===== src/rtl/keypad_entry_controller_if.sv =====
// Request/response bundle between the keypad entry controller and the downstream ALU.
interface keypad_entry_controller_if #(
  parameter int WIDTH = 16
);
  logic             calc_valid;
  logic             calc_ready;
  logic [1:0]       opcode;
  logic [WIDTH-1:0] operand_a;
  logic [WIDTH-1:0] operand_b;
  logic [WIDTH-1:0] result;

  modport master (
    output calc_valid, opcode, operand_a, operand_b,
    input  calc_ready, result
  );

  modport slave (
    input  calc_valid, opcode, operand_a, operand_b,
    output calc_ready, result
  );
endinterface


===== src/rtl/keypad_entry_controller.sv =====
// Hex calculator front end: collects two operands and an operator from keypresses,
// hands the request to an external ALU and shows/chains the returned result.
module keypad_entry_controller #(
  parameter int WIDTH = 16
) (
  input  logic                      clock,
  input  logic                      reset,
  input  logic                      newkey,
  input  logic [4:0]                keycode,
  keypad_entry_controller_if.master calc,
  output logic [WIDTH-1:0]          display,
  output logic                      digit_dropped,
  output logic                      busy
);

  localparam int DIGITS = WIDTH / 4;
  localparam int CW = $clog2(DIGITS + 1);
  localparam logic [CW-1:0] FULL = CW'(DIGITS);

  typedef enum logic [1:0] {ENTRY_A, ENTRY_B, REQ, SHOW} state_t;

  state_t           state, state_nx;
  logic [CW-1:0]    cnt, cnt_nx;
  logic [WIDTH-1:0] opa, opa_nx, opb, opb_nx;
  logic [1:0]       opc, opc_nx;
  logic             valid, valid_nx, drop, drop_nx;

  logic             is_digit, is_eq, is_op, is_clr, is_bksp;
  logic [1:0]       key_op;
  logic [3:0]       d;
  logic [WIDTH-1:0] cur, shifted;

  assign d        = keycode[3:0];
  assign is_digit = newkey && keycode[4];
  assign is_eq    = newkey && (keycode == 5'b00100);
  assign is_clr   = newkey && (keycode == 5'b00001);
  assign is_bksp  = newkey && (keycode == 5'b00010);

  always_comb begin
    is_op  = 1'b0;
    key_op = 2'b00;
    if (newkey) begin
      case (keycode)
        5'b01011: begin is_op = 1'b1; key_op = 2'b00; end
        5'b01010: begin is_op = 1'b1; key_op = 2'b01; end
        5'b01100: begin is_op = 1'b1; key_op = 2'b10; end
        default:  begin is_op = 1'b0; key_op = 2'b00; end
      endcase
    end
  end

  // The operand currently being typed is A in ENTRY_A and B in ENTRY_B.
  assign cur     = (state == ENTRY_B) ? opb : opa;
  assign shifted = {cur[WIDTH-5:0], d};

  always_comb begin
    state_nx = state;
    cnt_nx   = cnt;
    opa_nx   = opa;
    opb_nx   = opb;
    opc_nx   = opc;
    valid_nx = valid;
    drop_nx  = 1'b0;
    case (state)
      ENTRY_A, ENTRY_B: begin
        if (is_clr) begin
          state_nx = ENTRY_A;
          cnt_nx   = '0;
          opa_nx   = '0;
          opb_nx   = '0;
          opc_nx   = 2'b00;
        end else if (is_digit) begin
          if (cnt == FULL) begin
            drop_nx = 1'b1;
          end else begin
            if (state == ENTRY_A) opa_nx = shifted;
            else                  opb_nx = shifted;
            // Leading zeros do not consume display capacity.
            if (!(cur == '0 && d == 4'd0)) cnt_nx = cnt + CW'(1);
          end
        end else if (is_bksp) begin
          if (cnt != '0) begin
            if (state == ENTRY_A) opa_nx = cur >> 4;
            else                  opb_nx = cur >> 4;
            cnt_nx = cnt - CW'(1);
          end
        end else if (is_op) begin
          if (state == ENTRY_A) begin
            opc_nx   = key_op;
            opb_nx   = '0;
            cnt_nx   = '0;
            state_nx = ENTRY_B;
          end else if (cnt == '0) begin
            opc_nx = key_op;
          end
        end else if (is_eq && state == ENTRY_B) begin
          if (cnt == '0) opb_nx = opa;
          valid_nx = 1'b1;
          state_nx = REQ;
        end
      end
      REQ: begin
        if (valid && calc.calc_ready) begin
          opa_nx   = calc.result;
          valid_nx = 1'b0;
          cnt_nx   = '0;
          state_nx = SHOW;
        end
      end
      SHOW: begin
        if (is_clr) begin
          state_nx = ENTRY_A;
          cnt_nx   = '0;
          opa_nx   = '0;
          opb_nx   = '0;
          opc_nx   = 2'b00;
        end else if (is_digit) begin
          opa_nx   = {{(WIDTH-4){1'b0}}, d};
          cnt_nx   = (d != 4'd0) ? CW'(1) : '0;
          state_nx = ENTRY_A;
        end else if (is_op) begin
          opc_nx   = key_op;
          opb_nx   = '0;
          cnt_nx   = '0;
          state_nx = ENTRY_B;
        end else if (is_eq) begin
          valid_nx = 1'b1;
          state_nx = REQ;
        end
      end
      default: state_nx = ENTRY_A;
    endcase
  end

  always_ff @(posedge clock) begin
    if (reset) begin
      state <= ENTRY_A;
      cnt   <= '0;
      opa   <= '0;
      opb   <= '0;
      opc   <= 2'b00;
      valid <= 1'b0;
      drop  <= 1'b0;
    end else begin
      state <= state_nx;
      cnt   <= cnt_nx;
      opa   <= opa_nx;
      opb   <= opb_nx;
      opc   <= opc_nx;
      valid <= valid_nx;
      drop  <= drop_nx;
    end
  end

  assign calc.calc_valid = valid;
  assign calc.opcode     = opc;
  assign calc.operand_a  = opa;
  assign calc.operand_b  = opb;

  assign display       = (state == ENTRY_B && cnt != '0) ? opb : opa;
  assign digit_dropped = drop;
  assign busy          = (state == REQ);

endmodule


===== src/flat_wrapper.sv =====
// flat-port wrapper written by rule: the top's interface ports become plain ports
module keypad_entry_controller_flat 
#(
  parameter int WIDTH = 16
)
  (clock, reset, newkey, keycode, display, digit_dropped, busy, calc_calc_valid, calc_opcode, calc_operand_a, calc_operand_b, calc_calc_ready, calc_result);
  keypad_entry_controller_if #(.WIDTH(WIDTH)) calc_i ();
  input  logic clock;
  input  logic reset;
  input  logic newkey;
  input  logic [4:0] keycode;
  output logic [WIDTH-1:0] display;
  output logic digit_dropped;
  output logic busy;
  output wire logic [$bits(calc_i.calc_valid)-1:0] calc_calc_valid;
  output wire logic [$bits(calc_i.opcode)-1:0] calc_opcode;
  output wire logic [$bits(calc_i.operand_a)-1:0] calc_operand_a;
  output wire logic [$bits(calc_i.operand_b)-1:0] calc_operand_b;
  input wire logic [$bits(calc_i.calc_ready)-1:0] calc_calc_ready;
  input wire logic [$bits(calc_i.result)-1:0] calc_result;
  assign calc_calc_valid = calc_i.calc_valid;
  assign calc_opcode = calc_i.opcode;
  assign calc_operand_a = calc_i.operand_a;
  assign calc_operand_b = calc_i.operand_b;
  assign calc_i.calc_ready = calc_calc_ready;
  assign calc_i.result = calc_result;
  keypad_entry_controller #(.WIDTH(WIDTH)) u_core (.clock(clock), .reset(reset), .newkey(newkey), .keycode(keycode), .calc(calc_i), .display(display), .digit_dropped(digit_dropped), .busy(busy));
endmodule

===== config.mk =====
export PLATFORM = sky130hd
export DESIGN_NAME = keypad_entry_controller_flat
export DESIGN_NICKNAME = d
export VERILOG_FILES = /design/src/rtl/keypad_entry_controller_if.sv /design/src/rtl/keypad_entry_controller.sv /design/src/flat_wrapper.sv
export SDC_FILE = /design/constraint.sdc
export NUM_CORES = 1
export LEC_CHECK = 0
export CORE_ASPECT_RATIO = 2
export CORE_MARGIN = 2
export CORE_UTILIZATION = 53
export CTS_CLUSTER_DIAMETER = 80
export CTS_CLUSTER_SIZE = 8
export DETAILED_ROUTE_END_ITERATION = 8
export HOLD_SLACK_MARGIN = 0.1
export PLACE_DENSITY = 0.9
export SYNTH_ARGS = -nofsm -noshare
export SYNTH_HDL_FRONTEND = slang
export SYNTH_SLANG_ARGS = --single-unit

===== constraint.sdc =====
create_clock -name clock -period 4.45 [get_ports clock]
set_clock_uncertainty 0.2 [all_clocks]
set_input_delay 0.89 -clock clock [delete_from_list [all_inputs] [get_ports clock]]
set_output_delay 0.89 -clock clock [all_outputs]
set_load 0.01 [all_outputs]

---- After elaboration in Yosys (flattened, before gate mapping) ----
Cells that the tools add are included.
operators by class
  mux-type cells .......................... 80
  bitwise operators ....................... 2
  reduce and logical (&&, ||, !) cells .... 24
  eq/ne operators ......................... 45
  $add $sub $neg .......................... 2
operator list
  kind                                           number
  2-to-1 mux 16 bit                              26
  case mux 16 bit (3 select lines)               1
  2-to-1 mux 2 bit                               21
  2-to-1 mux 3 bit                               12
  case mux 16 bit (2 select lines)               1
  AND reduction 7 bit                            3
  != test 4 x 1 -> 1 bit, second input constant  5
  != test 4 bit, second input constant           5
  AND reduction 10 bit                           2
  logical NOT 16 bit                             1
  == test 5 x 4 -> 1 bit, second input constant  3
  != test 5 x 1 -> 1 bit, second input constant  3
  2-to-1 mux 1 bit                               14
  != test 2 bit, second input constant           7
  != test 6 x 1 -> 1 bit, second input constant  2
  != test 3 x 1 -> 1 bit, second input constant  3
  case mux 3 bit (3 select lines)                1
  logical AND 1 bit                              8
  != test 4 x 3 -> 1 bit, second input constant  2
  case mux 2 bit (2 select lines)                2
  != test 2 x 1 -> 1 bit, second input constant  3
  != test 3 bit, second input constant           2
  != test 6 x 5 -> 1 bit, second input constant  1
  case mux 2 bit (3 select lines)                1
  other kinds (22)                               24
storage, ports and cells
  flip-flop bits (word level) ............. 41
  word-level logic and storage cells ...... 160
  input port bits ......................... 25

---- Depth between registers and ports, before layout ----
Gate-level depths: netlist of the first run.
  word-level depth ........................ 10
  depth in mapped cells ................... 9
  mapped depth without buffers ............ 8

---- Worst setup path after synthesis of the first run ----
No wires, ideal clock.
  kind .................................... register -> output
  from .................................... reg u_core.cnt[0]
  to ...................................... out display[0]
  required time ........................... 3.360 ns
  path buffers ............................ 1
  slack ................................... 1.481 ns
  data arrival time ....................... 1.879 ns
  cell stages (with the launch flop) ...... 7
  cells stage by stage .................... dfxtp_1 > inv_1 > ha_1 > nor2b_1 > nor2_1 > clkbuf_1 > mux2_2
between the ends
  word-level cells in the longest chain between the ends .. 3
RTL lines
  what                    RTL line                        source
  start, declared         keypad_entry_controller.sv:23   logic [CW-1:0] cnt, cnt_nx;
  start signal, assigned  keypad_entry_controller.sv:146  cnt <= cnt_nx;
  nonzero test 3 bit      keypad_entry_controller.sv:160  assign display = (state == ENTRY_B && cnt != '0) ? opb : opa;
  logical AND 1 bit       keypad_entry_controller.sv:160
  2-to-1 mux 16 bit       keypad_entry_controller.sv:160
  end, declared           flat_wrapper.sv:12              output logic [WIDTH-1:0] display;
Every way passes these cells.

---- Worst setup path in the final report of the first run ----
  from .................................... reg u_core.cnt[0]
  to ...................................... out display[3]
Same word-level chain as after synthesis.

==> metrics.txt, run 1 <==
Critical Path AT=2.46 ns; GRT Overall Usage=33.1%; Critical Path RT=3.36 ns; Reg clk slew, reported paths=0.08 ns; synthesis warning total=0; gpl congestion=1.04; placed cell count=493; peak supply drop=0.000238 V; # port buffers=77; max frequency=0.281 GHz; initial antenna violation count=0; full die area=0.00632 sq mm; area grow syn2layout=32.7%; ant diodes=0; vias in the first global route=3331; CTS Root Cell=clkbuf_8; syn avg cell area=8.21 sq um; pin count of the biggest net entering global routing=31; Slew Viols, Final=0; syn_nets=394; Die Span X=57.2 um; outcome=finished clean; crit path time final=3.55 ns; Most used DFF post-synth=dfxtp_1; Final #Nets=468; actual slew at the worst max-slew pin=1.14 ns; number of flops mapped to enable cells by yosys=0; TritonCTS clock tree=done; hold crit path type=reg -> reg; relative slew slack=23.9%; via count normalized by instance count=6.81; detailed-placement wirelength estimate=7.71 mm; P per Cell Area=269 mW/mm^2; Tcrit/Tclk final=79.8%; area of the core=0.00547 sq mm; std cell rows=38; Starting Density=54.9%; Async S/R FF share, synth=0%; Avg WL per Cell=20.9 um; drt pass-1 iters=5; Die H=110 um; initial drt markers=273; Cells after Synth=366; TritonCTS Buffers=5; Final ANT Viol Nets=0; capturing element type of the critical path=primary output; H-tree Lvls=2; clock buffer depth=2; wirelength, routed=10.5 mm; FF+latch count, synth=41; worst skew pair latency=0.30 ns; path type of the worst setup path=reg -> out; synth unique cells=55; layout cells sized above 1=16.3%; # setup viols final=0; hold_buf cts=0; DRC=0; crit-path max FO=16; Startpoint Class=register; total of max-cap violations=0; global-route wire length before repair=16.6 mm; setup TNS=0 ns; Via Count=3414; io pins=78; Resized Gates After CTS=0; final hold violations=0; Finished Layout Cells=501; RSZ-0062 raised after global routing=false; clock sinks=41; post-synthesis sequential area ratio=27.3%; grt total ovfl=0; Post-CTS Setup Inserts=0; hold_ws=0.294 ns; Static Leak=1.40 nW; area of the mapped netlist=0.00300 sq mm
kinds of logic (layout without fill, tap and decap cells):
family / after synthesis / in the layout / synth area share (%)
mux: 34 / 34 / 12.2
xor+xnor: 1 / 1 / 0.292
flops: 41 / 41 / 27.3
fa+ha+maj: 3 / 3 / 1.25
simple gates: 148 / 148 / 25.1
compound gates: 106 / 106 / 28.5
buf+inv: 33 / 108 / 5.33
worst max-delay path, cell delays in order (launching register included):
cell             delay, ns
dfxtp_1               0.37
inv_1                 0.09
ha_1                  0.24
nor2b_1               0.20
nor2_1                0.12
buf_4                 0.28
mux2_2                0.39
clkdlybuf4s50_1       0.48
path summary, 6_finish.rpt:
check	from	endpoint	slack, ns	cells past startpoint
max	u_core.cnt[0]	display[3]	0.90	7
min	u_core.cnt[1]	u_core.cnt[1]	0.29	2
max reg2reg	u_core.state[0]	u_core.cnt[0]	1.43	8
min reg2reg	u_core.cnt[1]	u_core.cnt[1]	0.29	2
synth_stat cells, types with 3 or more instances:
| master | n | area share (%) |
|---|---|---|
| dfxtp_1 | 41 | 27 |
| a311oi_1 | 3 | 0.87 |
| buf_2 | 5 | 0.83 |
| nand4_1 | 3 | 0.62 |
| nand3_1 | 9 | 1.5 |
| nand2b_1 | 5 | 1.0 |
| nor3b_1 | 3 | 0.75 |
| a21o_1 | 3 | 0.75 |
| mux2i_1 | 13 | 4.3 |
| a22o_1 | 11 | 3.2 |
| ha_1 | 3 | 1.2 |
| clkbuf_1 | 19 | 2.4 |
| mux2_2 | 21 | 7.9 |
| nand2_1 | 52 | 6.5 |
| o211ai_1 | 6 | 1.5 |
| nor2b_1 | 6 | 1.2 |
| a211oi_2 | 14 | 5.8 |
| nor3_1 | 8 | 1.3 |
| buf_6 | 3 | 1.1 |
| nor4_1 | 9 | 1.9 |
| o21ai_0 | 14 | 2.3 |
| a32oi_1 | 10 | 2.9 |
| a21oi_1 | 20 | 3.3 |
| inv_1 | 3 | 0.37 |
| nor2_1 | 39 | 4.9 |
| a32o_1 | 5 | 1.7 |
| a22oi_1 | 6 | 1.5 |
sequential cells by signal (all words and copies together), names as in the netlist:
name                    flops
u_core.calc.calc_valid      1
u_core.digit_dropped        1
u_core.cnt                  3
u_core.calc.operand_a      16
u_core.state                2
u_core.calc.opcode          2
u_core.calc.operand_b      16
placed cells by master (no fill, tap or decap), drive strengths merged, types with 8 or more instances in the layout:
cell type      Yosys  layout
o21ai             15      15
buf               11      20
dfxtp             41      41
nor4              11      11
mux2              21      21
clkdlybuf4s50      0      77
a211oi            16      16
nand2             52      52
nand3              9       9
a21oi             20      20
a22o              11      11
a32oi             10      10
nor2              40      40
nor3               8       8
mux2i             13      13
per-layer routing:
metal | vias to the layer above | GRT usage, % | part of all wire [%] | routed length, um
met1 | 1583 | 34.8 | 34 | 3560
met3 | 82 | 3.28 | 6.5 | 679
li1 | 1522 | - | - | -
met5 | - | 0 | 0 | 0
met4 | 0 | 24.0 | 8.2 | 861
met2 | 227 | 58.1 | 51 | 5380
area by class of cell:
cell class / count / area, sq um
Clock inverter: 3 / 65.1
Tap cell: 60 / 75.1
Fill cell: 411 / 1480
Multi-Input combinational cell: 292 / 2020
Inverter: 3 / 11.3
Timing Repair Buffer: 97 / 921
Clock buffer: 5 / 68.8
Sequential cell: 41 / 821
through the flow:
step | util, % | instance area [sq um] | power [W] | setup slack, ns
6_report | 72.9 | 3990 | 0.00107 | 0.897
5_1_grt | 72.9 | 3990 | 0.00111 | 0.808
3_5_place_dp | 70.4 | 3850 | 0.000714 | 0.727
4_1_cts | 72.9 | 3990 | 0.00107 | 0.935
3_3_place_gp | 70.4 | 3850 | 0.000707 | 0.816
2_1_floorplan | - | 3000 | 0.000586 | 1.48
report_power, final:
part           switching [W]  internal, W
combinational       0.000152     0.000145
clock               0.000137     0.000223
sequential         0.0000308     0.000386
(Power assumes the default switching activity.)
==> run 2, diff against run 1 <==
--- a/config.mk
+++ b/config.mk
@@ -7,12 +7,12 @@
 export LEC_CHECK = 0
 export CORE_ASPECT_RATIO = 2
 export CORE_MARGIN = 2
-export CORE_UTILIZATION = 53
+export CORE_UTILIZATION = 50
 export CTS_CLUSTER_DIAMETER = 80
 export CTS_CLUSTER_SIZE = 8
 export DETAILED_ROUTE_END_ITERATION = 8
 export HOLD_SLACK_MARGIN = 0.1
-export PLACE_DENSITY = 0.9
+export PLACE_DENSITY = 0.86
 export SYNTH_ARGS = -nofsm -noshare
 export SYNTH_HDL_FRONTEND = slang
 export SYNTH_SLANG_ARGS = --single-unit
==> constraint.sdc (replaced) <==
create_clock -name clock -period 3.35 [get_ports clock]
set_clock_uncertainty 0.2 [all_clocks]
set_input_delay 0.67 -clock clock [delete_from_list [all_inputs] [get_ports clock]]
set_output_delay 0.67 -clock clock [all_outputs]
set_load 0.01 [all_outputs]
==> metrics.txt, run 2 (synthesis gave the netlist of run 1 again) <==
relative slew slack=59.2%; reg-to-reg slack, setup=0.78 ns; drt pass-1 iters=7; outcome=finished, violations left; P per Cell Area=385 mW/mm^2; Die H=114 um; hold_buf cts=0; Flop pwr share=34.5%; area of the core=0.00591 sq mm; violated checks=DRC; Resized Gates After CTS=0; max frequency=0.305 GHz; initial antenna violation count=0; actual slew at the worst max-slew pin=0.595 ns; Clk network pwr share=40.4%; capturing element type of the critical path=primary output; Final Worst Setup Slack=0.0754 ns; worst skew pair latency=0.29 ns; placed instance area=0.00397 sq mm; std cell rows=40; fin area=0.00418 sq mm; Reg-to-Reg End=u_core.cnt[0]; switching pwr=0.000463 W; hold crit path type=reg -> reg; ant diodes=0; Slew Viols, Final=0; GRT Overall Usage=31.2%; Internal Dissipation=0.00115 W; Final ANT Viol Nets=0; Hold Crit Depth=2; Fill cells=472; total of max-cap violations=0; Switching Fraction=28.8%; wirelength, routed=10.4 mm; crit path time final=3.27 ns; DRC=4; Tcrit/Tclk final=97.7%; Final #Nets=481; commonest non-fill, non-tap cell in the layout=clkdlybuf4s50_1; Combinational Power Share=25.1%; detailed-placement wirelength estimate=7.43 mm; TritonCTS Buffers=5; Worst Setup SP=u_core.cnt[0]; # setup viols final=0; global-route wire length before repair=16.2 mm; Worst R2R Path Depth=9; pre-CTS setup slack=0.118 ns; Via Count=3395; gpl congestion=1.01; crit-path max FO=8; TritonCTS clock tree=done; Critical Path AT=2.40 ns; Critical Path RT=2.48 ns; Hold Crit Endpoint=u_core.calc.opcode[1]; full die area=0.00668 sq mm; grt total ovfl=0; io pins=78; Die Span X=58.8 um; pin count of the biggest net entering global routing=33; Startpoint Class=register; # port buffers=77; via count normalized by instance count=6.57; layout cells sized above 1=19.2%; most frequent cells in the layout=clkdlybuf4s50_1 (77), nand2_1 (52), dfxtp_1 (41); Post-CTS Setup Inserts=0; final hold violations=0; initial drt markers=212; CTS Root Cell=clkbuf_16; clock sinks=41; Starting Density=50.9%; hold path startpoint=u_core.calc.opcode[1]; path type of the worst setup path=reg -> out; peak supply drop=0.000420 V; area grow syn2layout=39.3%; Static Leak=1.49 nW; vias in the first global route=3252; H-tree Lvls=2; Avg WL per Cell=20.2 um; clock buffer depth=2; Reg-to-Reg Start=u_core.state[0]; Reg clk slew, reported paths=0.07 ns
-- run 2: changes by cell type in the layout (fill, tap and decap cells not counted), sizes merged --
cell,previous run,this run
buf,20,33
inv,3,4
clkinv,1,0
-- run 2: worst max-delay path by stage --
| stage | to | depth (start not counted) |
|---|---|---|
| floorplan | display[0] | 6 |
| global placement | u_core.calc.operand_b[10] | 8 |
| detailed placement | u_core.calc.operand_b[15] | 8 |
| CTS | display[6] | 7 |
| global route | display[6] | 7 |
| finish | display[6] | 7 |
-- run 2: per-stage QoR --
stage	TNS [ns]	hold slack [ns]	instances	total power (W)	utilization, %
floorplan	0	0.249	366	0.000779	-
global placement	0	0.264	508	0.000950	67.2
detailed placement	0	0.287	508	0.000958	67.2
CTS	0	0.298	516	0.00160	70.5
global route	-0.00504	0.322	517	0.00165	70.8
finish	0	0.296	517	0.00161	70.8
-- run 2: area by class of cell --
class	count	area (sq um)	share of cell area (%)
well taps	63	78.8	1.88
clock inverters	3	68.8	1.64
flip-flops and latches	41	821	19.6
clock buffers	5	125	2.99
repair buffers	110	1050	25.1
inverters	3	11.3	0.269
multi-input cells	292	2030	48.5
-- run 2: power by group through the flow --
| stage | Sequential, W | Combinational (W) | Clock [W] |
|---|---|---|---|
| after floorplan | 0.000562 | 0.000216 | 0 |
| after global placement | 0.000564 | 0.000386 | 0 |
| after detailed placement | 0.000564 | 0.000394 | 0 |
| after CTS | 0.000554 | 0.000397 | 0.000647 |
| after global routing | 0.000559 | 0.000431 | 0.000664 |
| final | 0.000556 | 0.000404 | 0.000651 |
-- run 2: per-layer routing --
metal	vias up	track usage, %	routed length (um)
met5	-	0	0
met4	0	15.8	553
met3	48	5.90	1100
met2	233	48.2	4810
met1	1559	40.7	3990
li1	1555	-	-
-- run 2: critical path, stage by stage (launching register included) --
cell and delay [ns]:
dfxtp_1 0.37, inv_1 0.10, ha_2 0.21, nor2b_1 0.16, nor2_2 0.22, buf_6 0.20
mux2_2 0.37, clkdlybuf4s50_1 0.48
==> run 3, diff against run 2 <==
--- a/config.mk
+++ b/config.mk
@@ -9,7 +9,7 @@
 export CORE_MARGIN = 2
 export CORE_UTILIZATION = 50
 export CTS_CLUSTER_DIAMETER = 80
-export CTS_CLUSTER_SIZE = 8
+export CTS_CLUSTER_SIZE = 28
 export DETAILED_ROUTE_END_ITERATION = 8
 export HOLD_SLACK_MARGIN = 0.1
 export PLACE_DENSITY = 0.86
==> results of run 3 <==
The final DEF is identical to that of run 2; final timing and power are the same.
